$ cat src/rtl/cam_lookup_insert_ctrl.sv
// rtl/cam_lookup_insert_ctrl.sv - request sequencer for a 32-row CAM: lookup and insert-if-absent
// Occupancy bitmap allocates free rows; round-robin victim pointer takes over once the CAM is full.
module cam_lookup_insert_ctrl #(
  parameter int DATA_W  = 32,
  parameter int ENTRIES = 32,
  parameter int IDX_W   = 5
) (
  input  logic                clk,
  input  logic                rst_i,
  input  logic                req_valid_i,
  output logic                req_ready_o,
  input  logic                req_insert_i,
  input  logic [DATA_W-1:0]   req_key_i,
  output logic                rsp_valid_o,
  input  logic                rsp_ready_i,
  output logic                rsp_hit_o,
  output logic [IDX_W-1:0]    rsp_index_o,
  output logic                rsp_inserted_o,
  output logic                rsp_evicted_o,
  output logic                cam_search_enable_o,
  output logic [DATA_W-1:0]   cam_search_data_o,
  input  logic                cam_search_valid_i,
  input  logic [IDX_W-1:0]    cam_search_index_i,
  output logic                cam_write_enable_o,
  output logic [IDX_W-1:0]    cam_write_index_o,
  output logic [DATA_W-1:0]   cam_write_data_o,
  output logic [IDX_W:0]      occupancy_o
);

  typedef enum logic [2:0] {IDLE, SEARCH, EVAL, WRITE, RESP} state_t;

  state_t               state_q, state_d;
  logic [DATA_W-1:0]    key_q;
  logic                 insert_q;
  logic [IDX_W-1:0]     target_q;
  logic [ENTRIES-1:0]   bitmap_q;
  logic [IDX_W:0]       occ_q;
  logic [IDX_W-1:0]     victim_q;
  logic                 rsp_hit_q, rsp_inserted_q, rsp_evicted_q;
  logic [IDX_W-1:0]     rsp_index_q;
  logic [IDX_W-1:0]     free_idx;
  logic                 full;

  assign full = (occ_q == (IDX_W+1)'(ENTRIES));

  // Descending scan so the lowest clear bit is the last assignment to win.
  always_comb begin
    free_idx = '0;
    for (int i = ENTRIES-1; i >= 0; i--) begin
      if (!bitmap_q[i]) free_idx = IDX_W'(i);
    end
  end

  always_ff @(posedge clk or posedge rst_i) begin
    if (rst_i) state_q <= IDLE;
    else       state_q <= state_d;
  end

  always_comb begin
    state_d             = state_q;
    req_ready_o         = 1'b0;
    rsp_valid_o         = 1'b0;
    cam_search_enable_o = 1'b0;
    cam_search_data_o   = '0;
    cam_write_enable_o  = 1'b0;
    cam_write_index_o   = '0;
    cam_write_data_o    = '0;
    case (state_q)
      IDLE: begin
        req_ready_o = 1'b1;
        if (req_valid_i) state_d = SEARCH;
      end
      SEARCH: begin
        cam_search_enable_o = 1'b1;
        cam_search_data_o   = key_q;
        state_d             = EVAL;
      end
      EVAL: begin
        if (!cam_search_valid_i && insert_q) state_d = WRITE;
        else                                 state_d = RESP;
      end
      WRITE: begin
        cam_write_enable_o = 1'b1;
        cam_write_index_o  = target_q;
        cam_write_data_o   = key_q;
        state_d            = RESP;
      end
      RESP: begin
        rsp_valid_o = 1'b1;
        if (rsp_ready_i) state_d = IDLE;
      end
      default: state_d = IDLE;
    endcase
  end

  always_ff @(posedge clk or posedge rst_i) begin
    if (rst_i) begin
      key_q          <= '0;
      insert_q       <= 1'b0;
      target_q       <= '0;
      bitmap_q       <= '0;
      occ_q          <= '0;
      victim_q       <= '0;
      rsp_hit_q      <= 1'b0;
      rsp_index_q    <= '0;
      rsp_inserted_q <= 1'b0;
      rsp_evicted_q  <= 1'b0;
    end else begin
      case (state_q)
        IDLE: begin
          if (req_valid_i) begin
            key_q          <= req_key_i;
            insert_q       <= req_insert_i;
            rsp_hit_q      <= 1'b0;
            rsp_index_q    <= '0;
            rsp_inserted_q <= 1'b0;
            rsp_evicted_q  <= 1'b0;
          end
        end
        EVAL: begin
          if (cam_search_valid_i) begin
            rsp_hit_q   <= 1'b1;
            rsp_index_q <= cam_search_index_i;
          end else if (insert_q) begin
            target_q      <= full ? victim_q : free_idx;
            rsp_evicted_q <= full;
          end
        end
        WRITE: begin
          bitmap_q[target_q] <= 1'b1;
          if (!bitmap_q[target_q] && !full) occ_q <= occ_q + 1'b1;
          // Power-of-two row count makes the natural wrap the round-robin wrap.
          if (rsp_evicted_q) victim_q <= victim_q + 1'b1;
          rsp_inserted_q <= 1'b1;
          rsp_index_q    <= target_q;
        end
        default: ;
      endcase
    end
  end

  assign rsp_hit_o      = rsp_hit_q;
  assign rsp_index_o    = rsp_index_q;
  assign rsp_inserted_o = rsp_inserted_q;
  assign rsp_evicted_o  = rsp_evicted_q;
  assign occupancy_o    = occ_q;

endmodule

$ cat config.mk
export PLATFORM = sky130hd
export DESIGN_NAME = cam_lookup_insert_ctrl
export DESIGN_NICKNAME = d
export VERILOG_FILES = /design/src/rtl/cam_lookup_insert_ctrl.sv
export SDC_FILE = /design/constraint.sdc
export NUM_CORES = 1
export LEC_CHECK = 0
export ABC_AREA = 1
export CELL_PAD_IN_SITES_DETAIL_PLACEMENT = 2
export CELL_PAD_IN_SITES_GLOBAL_PLACEMENT = 2
export CORE_MARGIN = 2
export CORE_UTILIZATION = 27
export CTS_BUF_LIST = sky130_fd_sc_hd__clkbuf_4 sky130_fd_sc_hd__clkbuf_8
export DETAILED_ROUTE_END_ITERATION = 8
export PLACE_DENSITY = 0.85
export REMOVE_ABC_BUFFERS = 1
export SLEW_MARGIN = 20
export SYNTH_ARGS = -nofsm -noshare
export SYNTH_HDL_FRONTEND = slang
export SYNTH_SLANG_ARGS = --single-unit
$ cat constraint.sdc
create_clock -name clk -period 3 [get_ports clk]
set_input_delay 0.3 -clock clk [delete_from_list [all_inputs] [get_ports clk]]
set_output_delay 0.3 -clock clk [all_outputs]
set_load 0.05 [all_outputs]
== Word level (Yosys, flattened, before mapping) ==
Cells that the tools add are included.
Storage, ports and cells
  bits in registers: 92
  bits in latches: 0
  memory bits (writable): 0
  ROM bits: 0
  input port bits: 43
  output and inout bits: 87
  word-level logic and storage cells: 104
  memories kept: 0
Cells by class
  add/subtract/negate cells: 2
  multiply operators: 0
  div/mod/pow operators: 0
  order comparisons: 2
  equality and inequality tests: 10
  shift-type cells: 0
  mux-type cells: 58
  bitwise gates (word level): 2
  reduce and logical (&&, ||, !) cells: 19
Operators with widths (number)
  $mux 5: 36
  $mux 32: 2
  $or 32x32->32: 1
  $pmux 3 s5: 1
  $pmux 5 s3: 1
  $mux 1: 10
  $ne 2x2->1 const B: 5
  $reduce_and 2->1: 5
  $mux 3: 3
  $reduce_and 3->1: 3
  $add 6x1->6 const B: 1
  $eq 3x2->1 const B: 2
  $eq 6x6->1 const B: 1
  $lt 5x6->1 const B: 1
  $pmux 1 s2: 3
  $add 5x1->5 const B: 1
  $bmux 1 s5: 1
  $demux 1 s5: 1
  $ge 5x1->1 const B: 1
  $reduce_and 4->1: 1
  $reduce_bool 2->1: 2
  $eq 3x1->1 const B: 1
  $eq 3x3->1 const B: 1
  $logic_and 1x1->1: 3
  other kinds (4): 6

== Depth between registers and ports, before layout ==
Gate-level depths: netlist (run 1).
  depth in word-level cells: 33
  gate-level depth with buffers: 33
  gate-level depth less buffers: 33

== Worst setup path before layout (run 1) ==
Ideal clock, no wire load.
  path type: register -> output
  from: reg state_q[1]
  to: out cam_search_data_o[0]
  data arrival time: 2741 ps
  setup slack: -41 ps
  cell stages (with the launch flop): 5
  buffers on the path: 1
  cells stage by stage: dfrtp_1 -> nor3_1 -> inv_1 -> clkbuf_1 -> nor2_1
Between the ends
  cells in the longest elaborated chain, start to end: 2
RTL lines
  start: declaration: line 32  | state_t state_q, state_d;
  start signal: assignment: line 56  | else state_q <= state_d;
  $eq 3x1->1: line 68  | case (state_q)
  $mux 32: line 68
  end: declaration: line 21  | output logic [DATA_W-1:0] cam_search_data_o,
Every way passes these cells.

== Worst setup path in the final report (run 1) ==
  from: reg state_q[1]
  to: out cam_search_data_o[9]
Same word-level chain as after synthesis.

==> out/qor.txt, run 1 <==
==========================================================================================
Clock edge transition at the registers on the reported setup and hold paths .      0.10 ns
PnR worst setup slack .......................................................     0.218 ns
Initial cell density of the core ............................................        0.278
Top layer in use ............................................................         met4
Share of the synthesized area in compound gates (AO/OA/AOI/OAI) .............        0.151
Initial antenna violation count .............................................            0
#FFs+latches synth ..........................................................           92
Average footprint of a synthesized cell .....................................     7.90 um2
Maximum clock skew at final layout ..........................................    0.0117 ns
Diodes inserted .............................................................            0
Routed wl met3 ..............................................................      1.01 mm
M1 wire length ..............................................................      6.59 mm
Residual DRC ................................................................            0
R2R setup slack .............................................................      0.36 ns
Sequential cell area fraction in the yosys report ...........................        0.518
Pre-CTS setup slack .........................................................     0.247 ns
Routed Wire Length ..........................................................      16.3 mm
Detailed Routing Iterations Pass 1 ..........................................            5
Remaining Overflow, GRT .....................................................            0
Syn Std Cell Area ...........................................................     4440 um2
Pwr Density .................................................................   976 nW/um2
I/O pin count ...............................................................          130
Worst-case vdd ir drop ......................................................   0.000404 V
Count of H-tree levels built during CTS .....................................            3
Total clock sinks ...........................................................           92
Number of nets at the end of the flow .......................................          742
Leakage power summed over all cells .........................................      2.94 nW
Setup repair after global routing missed its margin .........................           no
Number of buffers created by CTS ............................................            9
Global router's overall resource usage ......................................        0.194
Xor/xnor cell area share of the yosys netlist ...............................       0.0177
Utilization after layout ....................................................        0.392
Wire length of the first global-routing pass ................................      27.1 mm
Minimum period implied by the final worst setup slack .......................      2.78 ns
Final HPWL from detailed placement ..........................................      12.0 mm
Width of the chip ...........................................................       132 um
Number of standard-cell rows in the floorplan ...............................           46
Maximum fanout along the worst path .........................................           17
Port Buffers ................................................................          129
Worst reg2reg startpoint ....................................................   state_q[1]
Run status ..................................................................    completed
Type of destination of the critical path ....................................  output port
Kind of path behind the tightest hold check .................................  in -> async
Cell at the root of the clock tree .......................................... sky130_fd_sc_hd__clkbuf_8
Maximum number of pins on one net before global-route repair ................           66
Tcrit/Tclk final ............................................................        0.927
Layout cells sized above 1 ..................................................       0.0984
Reg2reg end ................................................................. rsp_evicted_o
Slew at the pin with the worst max-slew slack ...............................     0.949 ns
Critical path class .........................................................   reg -> out
Critical path required time .................................................      2.70 ns
Number of hold violations in the final report ...............................            0
Adder and majority gate portion of the synthesized area .....................      0.00845
Die height ..................................................................       132 um
Setup tns final .............................................................         0 ns
Drt wl/cell .................................................................      17.8 um
Via count of the routed design ..............................................         4362
Length of routed met2 wiring ................................................      8.45 mm
CP Launch Type ..............................................................         flop
Number of routed nets with antenna violations ...............................            0
Clock latency of the later-clocked register in the worst-skew pair ..........      0.38 ns
Main combinational cell family by area after synthesis ...................... simple AND/OR/NAND/NOR gates
Max_slew headroom ...........................................................        0.365
CTS tree ....................................................................          yes
Arrival time reported for the critical path endpoint ........................      2.48 ns
Number of cells produced by synthesis .......................................          562
Final Max Slew Viols ........................................................            0
DR vias/cell ................................................................         4.76
Final setup violation count .................................................            0
Initial DRC count ...........................................................          128
P&R area growth vs syn ......................................................        41.3%
Worst-case clock buffer depth ...............................................            2
Die ar. .....................................................................    17500 um2
Max Fclk ....................................................................      359 MHz
Worst R2R Path Depth ........................................................            9
Via count of the first global-routing pass ..................................         5100
Destination of the critical timing path ..................................... cam_search_data_o[9]
Simple-gate portion of the synthesized area .................................        0.207
Synth Warn # ................................................................            0
Critical path launch point ..................................................   state_q[1]
Share of synthesized area spent on multiplexers .............................      0.00254
Weighted congestion at the end of routability-driven global placement .......        0.784
Max-cap check violation count ...............................................            0
Yosys cell types ............................................................           28
Hold buffers post-CTS .......................................................            0
Core region area ............................................................    16000 um2
==========================================================================================
[layer usage]
metal | GRT usage | vias to the layer above
met5 | 0 | -
met4 | 0.0585 | 0
met3 | 0.0584 | 18
met2 | 0.354 | 116
met1 | 0.217 | 2169
li1 | - | 2059
[report_power, final]
| part | switching, mW | leakage, nW | total (mW) | internal [mW] |
|---|---|---|---|---|
| Combinational | 2.26 | 1.64 | 3.16 | 0.909 |
| Sequential | 0.343 | 1.20 | 2.06 | 1.71 |
| Clock | 0.473 | 0.102 | 0.906 | 0.432 |
[synth_stat cells, drive strengths merged]
cell type,number,share of area
ha,3,0.0085
a21boi,1,0.0017
nor3,9,0.010
xor2,9,0.018
a32o,1,0.0023
a221oi,3,0.0059
mux2,1,0.0025
buf,3,0.0025
o221ai,7,0.014
o22ai,2,0.0028
o211ai,1,0.0017
nand2,99,0.084
a21oi,12,0.014
inv,99,0.084
o21ai,74,0.083
nor2,94,0.079
nand3,16,0.018
a31oi,4,0.0056
clkbuf,11,0.0093
o311ai,2,0.0039
a22oi,7,0.012
nor4,8,0.013
o21bai,2,0.0034
nand4,2,0.0028
dfrtp,92,0.52
[cells by family after synthesis]
family | Yosys count
adder cells (fa/ha/maj) | 3
buffers and inverters | 113
AO/OA/AOI/OAI | 116
AND/OR/NAND/NOR | 228
multiplexers | 1
XOR/XNOR | 9
flip-flops | 92
[sequential cells by signal (all words and copies together) (netlist names), 3 cells and up]
name / flops
bitmap_q: 32
victim_q: 5
state_q: 3
key_q: 32
rsp_index_o: 5
target_q: 5
occupancy_o: 6
[through the flow]
stage                     power [mW]  std cells  instance area, um2  hold slack, ns
after floorplan                 3.98        548                4390           0.421
after detailed placement        5.20        897                5980           0.473
final                           6.13        917                6270           0.280
after global routing            6.56        917                6270           0.308
after global placement          4.98        897                5980           0.459
after CTS                       6.21        917                6230           0.261
[worst min-delay path by stage]
stage	end	depth (start not counted)	slack [ns]	startpoint
CTS	key_q[31]	2	0.26	rst_i
global route	key_q[5]	2	0.31	rst_i
global placement	victim_q[4]	1	0.46	victim_q[4]
floorplan	insert_q	2	0.42	req_insert_i
finish	key_q[31]	2	0.28	rst_i
detailed placement	victim_q[4]	1	0.47	victim_q[4]
[layout make-up]
type | count | area, um2
fillers | 1866 | 9730
flip-flops and latches | 92 | 2300
multi-input cells | 357 | 1730
repair buffers | 136 | 1370
inverters | 99 | 377
well taps | 216 | 270
clock buffers | 11 | 151
clock inverters | 5 | 58.8
repair inverters | 1 | 7.51
[critical path, stage by stage (launching register included)]
cell                              delay, ns
sky130_fd_sc_hd__dfrtp_1               0.45
sky130_fd_sc_hd__nor3_4                0.37
sky130_fd_sc_hd__clkinvlp_4            0.13
sky130_fd_sc_hd__buf_4                 0.21
sky130_fd_sc_hd__nor2_1                0.12
sky130_fd_sc_hd__clkdlybuf4s50_1       0.82
[what timing repair did]
| action | 4_1_cts | 5_1_grt |
|---|---|---|
| buffers inserted | 3 | 0 |
| endpoints found under the hold margin | 0 | 0 |
| pin swaps | 0 | 0 |
| gates resized for setup | 3 | 15 |
| setup endpoints to repair | 32 | 31 |
| gates cloned | 1 | 0 |
[cell usage in the layout (no fill, tap or decap), types with 3 or more instances in the layout]
cell                              instances
sky130_fd_sc_hd__a21oi_1                 11
sky130_fd_sc_hd__o21ai_0                 74
sky130_fd_sc_hd__dfrtp_1                 92
sky130_fd_sc_hd__clkbuf_8                11
sky130_fd_sc_hd__ha_1                     3
sky130_fd_sc_hd__nor3_1                   8
sky130_fd_sc_hd__nor4_1                   7
sky130_fd_sc_hd__clkdlybuf4s50_1         78
sky130_fd_sc_hd__a22oi_1                  7
sky130_fd_sc_hd__a31oi_1                  4
sky130_fd_sc_hd__a221oi_1                 3
sky130_fd_sc_hd__nand3_1                 16
sky130_fd_sc_hd__inv_1                   96
sky130_fd_sc_hd__nor2_1                  93
sky130_fd_sc_hd__buf_12                   7
sky130_fd_sc_hd__xor2_1                   9
sky130_fd_sc_hd__buf_4                   37
sky130_fd_sc_hd__nand2_1                 99
sky130_fd_sc_hd__clkinvlp_4               4
sky130_fd_sc_hd__o221ai_1                 7
sky130_fd_sc_hd__dlymetal6s2s_1          14
Note: power is estimated with default switching activity, not from simulation.
==> inputs of run 2 (changes only) <==
- PLACE_DENSITY: 0.85 -> 0.82
==> run 2 against run 1 <==
  * Worst hold slack improved by 0.080 ns
  * Total power rose by 1.1%
  * Sequential share of layout area decreased by 0.088 points
  * Clock power rose by 11%
  * Sequential power is essentially flat
  * Fmax down 0.98%
  * Clock skew decreased by 0.0042 ns
  * Final area grew 0.24%
  * First-iteration DRC count decreased by 7.0%
==> out/qor.txt, run 2 (synthesis gave the netlist of run 1 again) <==
==========================================================================================
Tcrit/Tclk final ............................................................        0.937
Width of the chip ...........................................................       132 um
Count of H-tree levels built during CTS .....................................            3
Cell area after placement ...................................................     5990 um2
Number of hold violations in the final report ...............................            0
Run status ..................................................................    completed
Max Fclk ....................................................................      356 MHz
Commonest non-fill, non-tap cell in the layout .............................. sky130_fd_sc_hd__nand2_1
I/O pin count ...............................................................          130
Non-filler cells, final .....................................................          920
Inst Count DP ...............................................................          900
Setup repair after global routing missed its margin .........................           no
Final Instance Area .........................................................     6290 um2
Max-cap check violation count ...............................................            0
Die ar. .....................................................................    17500 um2
Final setup violation count .................................................            0
Via count of the routed design ..............................................         4407
Number of buffers created by CTS ............................................            9
Kind of path behind the tightest hold check .................................  in -> async
Part of the total power dissipated in combinational logic ...................        0.506
Final Max Slew Viols ........................................................            0
Core region area ............................................................    16000 um2
Final HPWL from detailed placement ..........................................      11.7 mm
Routed Wire Length ..........................................................      15.8 mm
Number of routed nets with antenna violations ...............................            0
Leakage power summed over all cells .........................................      2.82 nW
Worst R2R Path Depth ........................................................           10
Power dissipated by switching net loads .....................................      3.01 mW
DR vias/cell ................................................................         4.79
Cell at the root of the clock tree .......................................... sky130_fd_sc_hd__clkbuf_8
P&R area growth vs syn ......................................................        41.6%
Pwr Density .................................................................   985 nW/um2
Detailed Routing Iterations Pass 1 ..........................................            4
Initial antenna violation count .............................................            0
Diodes inserted .............................................................            0
Maximum fanout along the worst path .........................................           17
Residual DRC ................................................................            0
Maximum clock skew at final layout ..........................................   0.00750 ns
Number of nets at the end of the flow .......................................          745
CP Launch Type ..............................................................         flop
Drt wl/cell .................................................................      17.1 um
Sequential share of power ...................................................        0.331
Wire length of the first global-routing pass ................................      26.5 mm
Hold buffers post-CTS .......................................................            0
Critical path class .........................................................   reg -> out
Remaining Overflow, GRT .....................................................            0
CTS tree ....................................................................          yes
Layout cells sized above 1 ..................................................        0.102
Global router's overall resource usage ......................................        0.189
Weighted congestion at the end of routability-driven global placement .......        0.756
Internal power of the cells .................................................      3.19 mW
Critical path required time .................................................      2.70 ns
Type of destination of the critical path ....................................  output port
Arrival time reported for the critical path endpoint ........................      2.51 ns
Worst-case clock buffer depth ...............................................            2
Minimum period implied by the final worst setup slack .......................      2.81 ns
Max_slew headroom ...........................................................        0.436
Maximum number of pins on one net before global-route repair ................           42
Number of standard-cell rows in the floorplan ...............................           46
Total clock sinks ...........................................................           92
Initial cell density of the core ............................................        0.278
Initial DRC count ...........................................................          119
Clk pwr share ...............................................................        0.164
Slew at the pin with the worst max-slew slack ...............................     0.843 ns
Die height ..................................................................       132 um
Via count of the first global-routing pass ..................................         5106
Port Buffers ................................................................          129
Leading cell types in the layout, fill and taps excluded .................... sky130_fd_sc_hd__nand2_1, sky130_fd_sc_hd__inv_1, sky130_fd_sc_hd__nor2_1, sky130_fd_sc_hd__dfrtp_1, sky130_fd_sc_hd__clkdlybuf4s50_1
Total power consumption of the routed design ................................      6.20 mW
Fraction of power spent switching nets ......................................        0.485
Worst-case vdd ir drop ......................................................   0.000398 V
Clock edge transition at the registers on the reported setup and hold paths .      0.09 ns
Clock latency of the later-clocked register in the worst-skew pair ..........      0.38 ns
==========================================================================================
==> run 2: worst paths after layout <==
| path | start | to | slack, ns |
|---|---|---|---|
| hold / removal | rst_i | key_q[1] | 0.36 |
| min in group clk | victim_q[4] | victim_q[4] | 0.47 |
| hold reg to reg | victim_q[4] | victim_q[4] | 0.47 |
| setup / recovery | state_q[1] | cam_search_data_o[7] | 0.19 |
| setup reg to reg | target_q[0] | occupancy_o[4] | 0.44 |
| max in group asynchronous | rst_i | bitmap_q[8] | 1.83 |
==> run 2: per-layer routing <==
layer | up-vias | global-route usage | wire, um
li1 | 2067 | - | -
met1 | 2211 | 0.214 | 6420
met2 | 110 | 0.340 | 8060
met3 | 19 | 0.0565 | 1020
met4 | 0 | 0.0609 | 275
met5 | - | 0 | 0
==> run 2: area by class of cell <==
cell class	count	area, um2
sequential	92	2300
multi-input combinational	357	1730
fill	1875	9710
timing repair inverter	1	7.51
timing repair buffer	139	1360
inverter	99	377
clock inverter	5	100
clock buffer	11	139
tap	216	270
==> run 2: critical path, stage by stage (launching register included) <==
cell	delay, ns
sky130_fd_sc_hd__dfrtp_1	0.46
sky130_fd_sc_hd__nor3_4	0.39
sky130_fd_sc_hd__clkinvlp_4	0.13
sky130_fd_sc_hd__buf_4	0.21
sky130_fd_sc_hd__nor2_1	0.13
sky130_fd_sc_hd__clkdlybuf4s50_1	0.81
==> run 2: what timing repair did <==
item,CTS,global route
setup buffers,3,0
setup endpoints to repair,9,30
cloned,1,0
gates resized for setup,4,6
==> run 2: through the flow <==
step	TNS (ns)	utilization	setup WS, ns	hold WS (ns)
after CTS	0	0.392	0.0170	0.378
after global routing	0	0.393	0.0997	0.417
after detailed placement	0	0.375	0.380	0.460
after global placement	0	0.375	0.569	0.456
after floorplan	-28.45	-	-0.448	0.421
final	0	0.393	0.190	0.361
==> run 2: power groups by stage <==
stage | combinational [mW] | sequential, mW | clock, mW
after floorplan | 1.77 | 2.21 | 0
after global placement | 2.95 | 2.03 | 0
after detailed placement | 3.09 | 2.07 | 0
after CTS | 3.17 | 2.05 | 1.05
after global routing | 3.43 | 2.12 | 1.09
final | 3.13 | 2.05 | 1.01
==> inputs of run 3 (changes only) <==
- CTS_CLUSTER_SIZE: not set -> 20
==> results of run 3 <==
Same layout as run 2: the final DEF is identical, and so are final timing and power.
